## src/rtl/pdm_tx_modulator.sv

```systemverilog
// PCM-to-PDM transmitter: one-entry sample buffer, zero-order hold, second-order delta-sigma.
// One PDM bit per pdm_clk falling edge; pcm_ready drops while the buffer holds an unloaded sample.
module pdm_tx_modulator #(
  parameter int CLK_DIV     = 8,
  parameter int DECIM       = 64,
  parameter int INPUT_SHIFT = 1,
  parameter int ACC_W       = 24
) (
  input  logic               clk_25m,
  input  logic               rst_n,
  input  logic signed [15:0] pcm_sample,
  input  logic               pcm_valid,
  output logic               pcm_ready,
  output logic               pdm_clk,
  output logic               pdm_dat,
  output logic               sample_tick,
  output logic               underrun
);

  localparam int CW = $clog2(CLK_DIV);
  localparam int BW = (DECIM > 1) ? $clog2(DECIM) : 1;
  localparam int SW = ACC_W + 2;
  localparam logic signed [SW-1:0] SAT_MAX = {3'b000, {(ACC_W-1){1'b1}}};
  localparam logic signed [SW-1:0] SAT_MIN = -SAT_MAX;
  localparam logic signed [SW-1:0] V_POS   = SW'(32768);

  logic [CW-1:0]            cnt_q, cnt_d;
  logic [BW-1:0]            bit_q, bit_d;
  logic                     pclk_q, pclk_d;
  logic                     full_q, full_d;
  logic signed [15:0]       buf_q, buf_d;
  logic signed [ACC_W-1:0]  x_q, x_d;
  logic signed [ACC_W-1:0]  i1_q, i1_d, i2_q, i2_d;
  logic                     dat_q, dat_d;
  logic                     tick_q, tick_d;
  logic                     under_q, under_d;

  logic                     fall, load, accept;
  logic signed [ACC_W-1:0]  buf_ext, i1n, i2n;
  logic signed [SW-1:0]     vfb, i1_sum, i2_sum;

  function automatic logic signed [SW-1:0] ext(input logic signed [ACC_W-1:0] a);
    return {{2{a[ACC_W-1]}}, a};
  endfunction

  // Clamp rather than wrap so a hot input cannot flip an integrator's sign.
  function automatic logic signed [ACC_W-1:0] sat(input logic signed [SW-1:0] a);
    if (a > SAT_MAX) return SAT_MAX[ACC_W-1:0];
    if (a < SAT_MIN) return SAT_MIN[ACC_W-1:0];
    return a[ACC_W-1:0];
  endfunction

  always_comb begin
    fall      = (cnt_q == CW'(CLK_DIV/2 - 1));
    load      = fall && (bit_q == '0);
    pcm_ready = !full_q || load;
    accept    = pcm_valid && pcm_ready;

    cnt_d  = (cnt_q == CW'(CLK_DIV - 1)) ? '0 : cnt_q + 1'b1;
    pclk_d = (cnt_d < CW'(CLK_DIV/2));
    bit_d  = bit_q;
    if (fall) bit_d = (bit_q == BW'(DECIM - 1)) ? '0 : bit_q + 1'b1;

    buf_ext = {{(ACC_W-16){buf_q[15]}}, buf_q};
    x_d     = (load && full_q) ? (buf_ext >>> INPUT_SHIFT) : x_q;
    under_d = under_q | (load & !full_q);
    tick_d  = load;
    buf_d   = accept ? pcm_sample : buf_q;
    full_d  = accept ? 1'b1 : (load ? 1'b0 : full_q);

    // Modulator sees the freshly loaded x on a load edge.
    vfb    = dat_q ? V_POS : -V_POS;
    i1_sum = ext(i1_q) + ext(x_d) - vfb;
    i1n    = sat(i1_sum);
    i2_sum = ext(i2_q) + ext(i1n) - vfb;
    i2n    = sat(i2_sum);
    i1_d   = fall ? i1n : i1_q;
    i2_d   = fall ? i2n : i2_q;
    dat_d  = fall ? !i2n[ACC_W-1] : dat_q;
  end

  always_ff @(posedge clk_25m or negedge rst_n) begin
    if (!rst_n) begin
      cnt_q   <= '0;
      bit_q   <= '0;
      pclk_q  <= 1'b0;
      full_q  <= 1'b0;
      buf_q   <= '0;
      x_q     <= '0;
      i1_q    <= '0;
      i2_q    <= '0;
      dat_q   <= 1'b0;
      tick_q  <= 1'b0;
      under_q <= 1'b0;
    end else begin
      cnt_q   <= cnt_d;
      bit_q   <= bit_d;
      pclk_q  <= pclk_d;
      full_q  <= full_d;
      buf_q   <= buf_d;
      x_q     <= x_d;
      i1_q    <= i1_d;
      i2_q    <= i2_d;
      dat_q   <= dat_d;
      tick_q  <= tick_d;
      under_q <= under_d;
    end
  end

  assign pdm_clk     = pclk_q;
  assign pdm_dat     = dat_q;
  assign sample_tick = tick_q;
  assign underrun    = under_q;

endmodule
```

## config.mk

```make
export PLATFORM = sky130hd
export DESIGN_NAME = pdm_tx_modulator
export DESIGN_NICKNAME = d
export VERILOG_FILES = /design/src/rtl/pdm_tx_modulator.sv
export SDC_FILE = /design/constraint.sdc
export NUM_CORES = 1
export LEC_CHECK = 0
export CORE_UTILIZATION = 40
export DETAILED_ROUTE_END_ITERATION = 10
export GPL_TIMING_DRIVEN = 0
export PLACE_DENSITY_LB_ADDON = 0.1
export SYNTH_ARGS = -nofsm -noshare
export SYNTH_HDL_FRONTEND = slang
export SYNTH_SLANG_ARGS = --single-unit
export TNS_END_PERCENT = 100
```

## constraint.sdc

```tcl
create_clock -name clk_25m -period 9.23 [get_ports clk_25m]
set_input_delay 1.846 -clock clk_25m [delete_from_list [all_inputs] [get_ports clk_25m]]
set_output_delay 1.846 -clock clk_25m [all_outputs]
set_load 0.02 [all_outputs]
```

Yosys cells after proc, flatten, opt, wreduce, memory -nomap -nowiden
Cells that the tools add are included.
- bits in registers: 102
- output and inout bits: 5
- word-level logic and storage cells: 55
- add/subtract/negate cells: 6
- $lt $le $gt $ge: 5
- equality and inequality tests: 3
- mux-type cells: 20
- bitwise gates (word level): 2
- reductions and logical operators: 8
- operators by type and width (kind ; number):
    two-way mux 24 bit ; 9
    greater-than comparator 26 x 24 -> 1 bit, second input constant ; 2
    less-than comparator 26 x 24 -> 1 bit, second input constant ; 2
    subtractor 25 x 26 -> 26 bit ; 2
    adder 24 x 24 -> 25 bit ; 2
    two-way mux 26 bit ; 1
    two-way mux 1 bit ; 8
    adder 6 x 1 -> 6 bit, second input constant ; 1
    equality test 6 bit, second input constant ; 1
    logical NOT 6 bit ; 1
    two-way mux 6 bit ; 1
    adder 3 x 1 -> 3 bit, second input constant ; 1
    equality test 3 x 2 -> 1 bit, second input constant ; 1
    equality test 3 bit, second input constant ; 1
    logical AND 1 bit ; 3
    less-than comparator 3 bit, second input constant ; 1
    two-way mux 3 bit ; 1
    logical NOT 1 bit ; 2
    nonzero test 2 bit ; 1
    bitwise AND 1 bit ; 1
    logical OR 1 bit ; 1
    bitwise OR 1 bit ; 1

Logic depth before layout (Yosys ltp)
Gate-level depths: netlist of the first run.
- depth after elaboration: 19
- gate-level depth with buffers: 46
- mapped depth without buffers: 42

Worst setup path before layout of the first run
Ideal clock, no wire load.
- kind: reg2reg
- start point: reg cnt_q[0]
- end point: reg i2_q[11]
- data arrival time: 9429 ps
- slack: -333 ps
- stages on the path, launching flop included: 45
- path buffers: 4
- period minus slack after synthesis: 9563 ps
- path through: dfrtp_1 -> ha_1 -> ha_1 -> buf_4 -> and4bb_4 -> nand2_1 -> buf_1 -> mux2i_1 -> ha_1 -> inv_1 -> ha_1 -> a21oi_2 -> o21bai_1 -> a41o_1 -> and2_1 -> o21ai_1 -> nand2b_1 -> xor2_1 -> [9 not listed] -> inv_1 -> ha_1 -> nor2b_1 -> o21ai_0 -> a21boi_1 -> o21ai_0 -> a31oi_1 -> o2bb2ai_1 -> or4b_1 -> and2_1 -> or3_1 -> a2111oi_0 -> o2111ai_1 -> o41ai_2 -> a21oi_1 -> nor3_4 -> buf_4 -> o22ai_1
- longest elaborated chain between the ends: 18
- RTL lines (what ; line ; text):
    start: declaration ; 27 ; logic [CW-1:0] cnt_q, cnt_d;
    start signal: assignment ; 96 ; cnt_q <= cnt_d;
    equality test 3 x 2 -> 1 bit (*) ; 54 ; fall = (cnt_q == CW'(CLK_DIV/2 - 1));
    logical AND 1 bit ; 55 ; load = fall && (bit_q == '0);
    logical AND 1 bit ; 65 ; x_d = (load && full_q) ? (buf_ext >>> INPUT_SHIFT) : x_q;
    two-way mux 24 bit ; 65 ;
    adder 24 x 24 -> 25 bit ; 73 ; i1_sum = ext(i1_q) + ext(x_d) - vfb;
    subtractor 25 x 26 -> 26 bit ; 73 ;
    less-than comparator 26 x 24 -> 1 bit ; 49 ; if (a < SAT_MIN) return SAT_MIN[ACC_W-1:0];
    two-way mux 1 bit (2 in series) ; 49 ;
    two-way mux 24 bit ; 50 ; return a[ACC_W-1:0];
    two-way mux 24 bit ; 49 ;
    adder 24 x 24 -> 25 bit ; 75 ; i2_sum = ext(i2_q) + ext(i1n) - vfb;
    subtractor 25 x 26 -> 26 bit ; 75 ;
    less-than comparator 26 x 24 -> 1 bit ; 49 ;
    two-way mux 1 bit (2 in series) ; 49 ;
    two-way mux 24 bit ; 50 ;
    two-way mux 24 bit ; 49 ;
    end signal: assignment ; 103 ; i2_q <= i2_d;
    end: declaration ; 33 ; logic signed [ACC_W-1:0] i1_q, i1_d, i2_q, i2_d;
Every way passes the cells marked *; elsewhere a longest branch is shown, timed or not. The select of a mux whose other input is x is not followed.
A chain may end at the register's enable or synchronous reset.

Final worst setup path of the first run
- start point: reg cnt_q[0]
- end point: reg i2_q[12]
The elaborated chain is that of the path after synthesis.

==> results of run 1 <==
-- state kept, by name, indices dropped and copies added (netlist names) --
name	cells
bit_q	6
buf_q	15
cnt_q	3
full_q	1
i1_q	24
i2_q	24
pdm_clk	1
pdm_dat	1
sample_tick	1
underrun	1
x_q	24
-- stage by stage --
stage	util (%)	instance area [um^2]	worst slack, ns
finish	50.75	9975	0.1358
global route	50.75	9975	-0.2147
floorplan	-	8117	0.06945
CTS	49.15	9661	-0.1375
global placement	44.10	8668	-1.758
detailed placement	44.23	8693	-1.750
-- power groups by stage --
stage          clock network [mW]  registers, mW  logic (mW)
4_1_cts                     0.408          0.455      0.0261
3_3_place_gp                    0          0.463      0.0241
5_1_grt                     0.427          0.457      0.0285
2_1_floorplan                   0          0.461     0.00732
6_report                    0.397          0.456      0.0254
3_5_place_dp                    0          0.462      0.0259
-- routing by layer --
layer  track usage (%)  routed length (um)
met4             6.704                 331
met3             1.821                 611
met1             29.29               10290
met5                 0                   0
met2             36.23               10150
-- kinds of logic after synthesis --
logic type,count (synthesis),synth area share [%]
mux,31,4.075
flops,101,31.18
fa+ha+maj,100,16.90
compound gates,242,20.33
xor+xnor,49,5.294
buf+inv,172,8.180
simple gates,227,14.05
-- cells in the mapped netlist (3+ instances only) --
cell type    n  area share [%]
buf_4        4            0.37
nor4b_1      4            0.43
o21bai_1     4            0.37
nand3_1     10            0.62
a21o_1      29             2.7
nor2_1      70             3.2
a2111oi_0    3            0.32
and3_1       5            0.39
nand2b_1    22             1.7
a21oi_2      5            0.54
mux2_2      16             2.2
o21ai_0     35             2.2
xor2_1      11             1.2
o22ai_1     15             1.2
a31oi_1      8            0.62
o211ai_1     5            0.46
dfrtp_1    101              31
xnor2_1     38             4.1
a211oi_1     6            0.56
ha_1        83              13
and2_1       4            0.31
fa_1        16             4.0
inv_1      143             6.6
nor3_1      20             1.2
mux2i_1     15             1.9
o21ai_1     21             1.3
nor2b_1      3            0.23
o2bb2ai_1   10             1.1
a21oi_1     68             4.2
nor4_1       3            0.23
nand2_1     56             2.6
or4_1        3            0.28
or3_1        4            0.31
clkbuf_1    21            0.97
nand4_1     10            0.77
-- critical path, delay by kind of cell, from the launching register on --
family | cells | cell delay (ns)
adder cells (fa/ha/maj) | 6 | 1.22
XOR/XNOR | 1 | 0.17
AND/OR/NAND/NOR | 14 | 3.47
AO/OA/AOI/OAI | 16 | 2.70
flip-flops | 1 | 0.42
buffers and inverters | 6 | 0.67
multiplexers | 1 | 0.28
-- area by class of cell --
type	count	share of cell area (%)
clock buffers	10	2.296
multi-input cells	649	55.47
clock inverters	6	0.7025
inverters	144	5.469
plain buffers	26	1.643
flip-flops and latches	101	25.35
well taps	265	3.324
repair buffers	63	5.745
-- worst max-delay path by stage --
stage                                 to  slack (ns)  depth (start not counted)
global placement    i2_q[10]$_DFFE_PN0N_       -1.76                         43
floorplan           i2_q[11]$_DFFE_PN0N_        0.07                         44
CTS                 i2_q[11]$_DFFE_PN0N_       -0.14                         45
detailed placement   i2_q[8]$_DFFE_PN0N_       -1.75                         43
global route         i2_q[2]$_DFFE_PN0N_       -0.21                         44
finish              i2_q[12]$_DFFE_PN0N_        0.14                         44
-- repair_timing --
action | in CTS | in global routing
pin swaps | 31 | 22
setup endpoints to repair | 25 | 23
gates cloned | 3 | 0
setup buffers | 27 | 10
gates resized for setup | 95 | 60
==> impl_metrics.toml, run 1 <==
[status]
status = "finished, final reports clean"

[power]
p_comb_share_pct = 2.9
p_sw_share_pct = 22.94
peakVddDrop_v = 0.00006431
power_density_mw_per_mm2 = 88.03
clockPowerShare_pct = 45.2
p_leak_nw = 4.911
internal_power_mw = 0.6767
power_frac_seq_pct = 51.9
switchingPower_mw = 0.2014
p_total_mw = 0.8781

[floorplanning]
die_w_um = 144.4
num_io_pins = 24
rows = 51
die-height_um = 144.4
initial_core_util_pct = 41.25
dieArea_mm2 = 0.02084
core-area_mm2 = 0.01965

[drt]
vias = 6625
drtAntennaViolNets = 0
routed_via_density = 5.241
wl_per_cell_um = 16.92
drt-total-wl_um = 21380
drt_first_iter_violations = 279
route.detailed.drc = 0
firstDrtPassIters = 4

[synthesis]
ys_seq_elements = 101
syn_area_mm2 = 0.008107
ys_async_sr_fraction_pct = 100.0
synth.distinct_cells = 75
ys.flop_type = "dfrtp_1"
synth_fp_nets = 1040
avgSynthCellArea_um2 = 8.792
ys_warn_count = 0
syn_inst = 922
ys_seq_area_share_pct = 31.18
synth-edff-count = 0

[cells_and_area]
layout_commonest_cell = "inv_1"
insertedDiodeCount = 0
fillCellCount = 1925
nets = 1112
syn_to_final_growth_pct = 23.04
seq_area_mm2 = 0.002529
drive_above_1_share_pct = 20.72
fin_cells = 1264
multiInputGateArea_mm2 = 0.005533
final_cell_mix = "inv_1, dfrtp_1, nor2_1"

[setup_path]
cp-end-kind = "flip-flop"
ff2ff_path_depth = 44
cp-startpoint = "cnt_q[0]$_DFF_PN0_"
cp_common_cell = "ha_4"
cp.arrival_ns = 9.32
start_kind = "flip-flop"
rr_startpoint = "cnt_q[0]$_DFF_PN0_"
rr_endpoint = "i2_q[12]$_DFFE_PN0N_"
slowest_delay_ns = 0.49
critical_path_required_ns = 9.46
slowest_stage = "or4b_4"
reg2reg_setup_slack_ns = 0.14
cp_max_fo = 7
critical_path_class = "reg -> reg"

[placement]
dp_cells = 1210
gp_congestion = 0.8982
port_buffers = 22
post-dp-hpwl_um = 16100

[min_path]
hold_end = "x_q[21]$_DFF_PN0_"
min_path_type = "reg -> reg"
worstHoldStart = "x_q[21]$_DFF_PN0_"
worstHoldPathCells = 1

[global_route]
antenna_found_initial = 0
track_usage_pct = 21.58
grt_pass1_vias = 6544
grt_pass1_wl_um = 34100
overflow = 0
grt_max_degree = 58

[clock_network]
numCtsBuffers = 9
cts_tree = "done"
clock_sinks = 101
h-tree-depth = 3
cts-hold-fix-buffers = 0
cts_max_path_buffers = 2
root_buffer = "clkbuf_16"
worstSkewPairLatency_ns = 0.36
cts.clk_slew.worst_paths_ns = 0.07

[timing]
setup_viol = 0
period_needed_ns = 9.094
rsz0062_at_grt = "true"
hold_slack_ns = 0.4754
fin_tns_setup_ns = 0
drv_slew = 0
fin_skew_ns = 0.008000
tightest_slew_ns = 0.7446
max-slew-margin-rel_pct = 50.36
fmax_mhz = 110.0
min_period_over_period_pct = 98.53
finalHoldViolCount = 0

[run]
cap_violations = 0
Note: power is estimated with default switching activity, not from simulation.
==> inputs of run 2 (changes only) <==
--- a/config.mk
+++ b/config.mk
@@ -9,6 +9,7 @@
 export DETAILED_ROUTE_END_ITERATION = 10
 export GPL_TIMING_DRIVEN = 0
 export PLACE_DENSITY_LB_ADDON = 0.1
+export SLEW_MARGIN = 25
 export SYNTH_ARGS = -nofsm -noshare
 export SYNTH_HDL_FRONTEND = slang
 export SYNTH_SLANG_ARGS = --single-unit
==> impl_metrics.toml, run 2 (synthesized netlist as in run 1, its figures left out) <==
[status]
status = "complete, but fails checks"
violations = "setup timing"

[clock_network]
h-tree-depth = 3
cts_max_path_buffers = 2
cts.clk_slew.worst_paths_ns = 0.07
cts-hold-fix-buffers = 0
cts_tree = "done"
numCtsBuffers = 9
worstSkewPairLatency_ns = 0.36
root_buffer = "clkbuf_16"
clock_sinks = 101

[setup_path]
critical_path_class = "reg -> reg"
rr_endpoint = "i2_q[10]$_DFFE_PN0N_"
ff2ff_path_depth = 41
cp.arrival_ns = 9.52
rr_startpoint = "cnt_q[0]$_DFF_PN0_"
cp_max_fo = 7
slowest_stage = "or4b_4"
reg2reg_setup_slack_ns = -0.07
slowest_delay_ns = 0.49
critical_path_required_ns = 9.45
cp-end-kind = "flip-flop"
start_kind = "flip-flop"

[drt]
routed_via_density = 5.298
vias = 6697
drt_first_iter_violations = 305
firstDrtPassIters = 5
route.detailed.drc = 0
drt-total-wl_um = 21550
wl_per_cell_um = 17.05
drtAntennaViolNets = 0

[cells_and_area]
largestRegisters = "i1_q: 24 flops, i2_q: 24 flops, x_q: 24 flops"
layout_commonest_cell = "inv_1"
syn_to_final_growth_pct = 22.66
fillCellCount = 1966
insertedDiodeCount = 0
nets = 1112
final_cell_mix = "inv_1, dfrtp_1, nor2_1"
drive_above_1_share_pct = 19.02

[global_route]
grt_pass1_vias = 6595
grt_pass1_wl_um = 35000
overflow = 0
grt_max_degree = 58
track_usage_pct = 22.09
antenna_found_initial = 0

[floorplanning]
dieArea_mm2 = 0.02084
die-height_um = 144.4
initial_core_util_pct = 41.25
core-area_mm2 = 0.01965
num_io_pins = 24
rows = 51
die_w_um = 144.4

[timing]
min_period_over_period_pct = 100.8
drv_slew = 0
tightest_slew_ns = 0.8380
finalHoldViolCount = 0
period_needed_ns = 9.303
setup_viol = 19
fmax_mhz = 107.5
fin_skew_ns = 0.009891
fin_tns_setup_ns = -0.9575
hold_slack_ns = 0.4766
max-slew-margin-rel_pct = 44.13
rsz0062_at_grt = "true"
fin_ws_ns = -0.07309

[min_path]
hold_end = "x_q[21]$_DFF_PN0_"
worstHoldStart = "x_q[21]$_DFF_PN0_"
min_path_type = "reg -> reg"
worstHoldPathCells = 1

[placement]
post-dp-hpwl_um = 16050
gp_congestion = 0.8982
port_buffers = 22

[power]
power_density_mw_per_mm2 = 88.45
p_leak_nw = 4.927
peakVddDrop_v = 0.00006275

[run]
cap_violations = 0
[run 2: cell types whose count changed in the layout (fill, tap and decap cells not counted), moves of 3 or more]
cell,before,now
a21oi_2,23,17
a21oi_1,46,52
ha_2,7,4
clkbuf_4,3,0
buf_2,0,3
o22ai_1,6,11
o22ai_2,10,5
[run 2: through the flow]
step / instance area [um^2] / utilization, % / setup slack [ns] / total power, mW / instances
global placement: 8668 / 44.10 / -1.758 / 0.4868 / 1209
detailed placement: 8697 / 44.25 / -1.756 / 0.4883 / 1210
CTS: 9703 / 49.37 / -0.1632 / 0.8885 / 1256
finish: 9943 / 50.59 / -0.07309 / 0.8795 / 1264
floorplan: 8117 / - / 0.06945 / 0.4685 / 922
global route: 9943 / 50.59 / -0.3434 / 0.9127 / 1264
[run 2: final cells by class]
cell class,count,area [um^2],share of cell area (%)
tap,265,331.6,3.335
inverter,144,545.5,5.486
clock inverter,6,70.07,0.7047
clock buffer,10,229.0,2.303
sequential,101,2527,25.42
multi-input combinational,649,5499,55.30
timing repair buffer,66,605.6,6.090
buffer,23,135.1,1.359
[run 2: worst max-delay path: cells and delay by family (launching register included)]
| kind | cells | cell delay (ns) |
|---|---|---|
| muxes | 1 | 0.18 |
| buffers and inverters | 7 | 1.03 |
| and+or+nand+nor | 12 | 3.21 |
| xor gates and xnor gates | 1 | 0.20 |
| AOI/OAI and AO/OA | 14 | 2.67 |
| DFF | 1 | 0.41 |
| adders and majority gates | 6 | 1.43 |
[run 2: worst max-delay path by stage]
| stage | end | cells past startpoint | from |
|---|---|---|---|
| finish | i2_q[10]$_DFFE_PN0N_ | 41 | cnt_q[0]$_DFF_PN0_ |
| global route | i2_q[10]$_DFFE_PN0N_ | 43 | cnt_q[0]$_DFF_PN0_ |
| CTS | i2_q[8]$_DFFE_PN0N_ | 43 | cnt_q[0]$_DFF_PN0_ |
| detailed placement | i2_q[8]$_DFFE_PN0N_ | 43 | cnt_q[0]$_DFF_PN0_ |
| global placement | i2_q[10]$_DFFE_PN0N_ | 43 | cnt_q[0]$_DFF_PN0_ |
| floorplan | i2_q[11]$_DFFE_PN0N_ | 44 | cnt_q[0]$_DFF_PN0_ |
[run 2: timing repair]
item	in CTS	in global routing
setup buffers	29	11
gates resized for setup	94	42
setup endpoints to repair	25	23
gates cloned	2	1
pin swaps	27	26
[run 2: where the power goes]
| group | leakage (nW) | switching [mW] | total [mW] | internal (mW) |
|---|---|---|---|---|
| clock network | 0.147 | 0.185 | 0.398 | 0.213 |
| registers | 1.32 | 0.00564 | 0.455 | 0.450 |
| logic | 3.46 | 0.0118 | 0.0256 | 0.0138 |
[run 2: per-layer routing]
metal	GRT usage, %	vias up	part of all wire (%)
met3	1.887	22	2.2
met5	0	-	0
met2	36.92	90	48
met4	6.371	0	1.6
met1	30.31	3275	48
li1	-	3310	-
==> inputs of run 3 (changes only) <==
--- a/config.mk
+++ b/config.mk
@@ -9,6 +9,7 @@
 export DETAILED_ROUTE_END_ITERATION = 10
 export GPL_TIMING_DRIVEN = 0
 export PLACE_DENSITY_LB_ADDON = 0.1
+export RECOVER_POWER = 100
 export SLEW_MARGIN = 25
 export SYNTH_ARGS = -nofsm -noshare
 export SYNTH_HDL_FRONTEND = slang
==> results of run 3 <==
No change in the layout: final DEF, timing and power equal those of run 2.
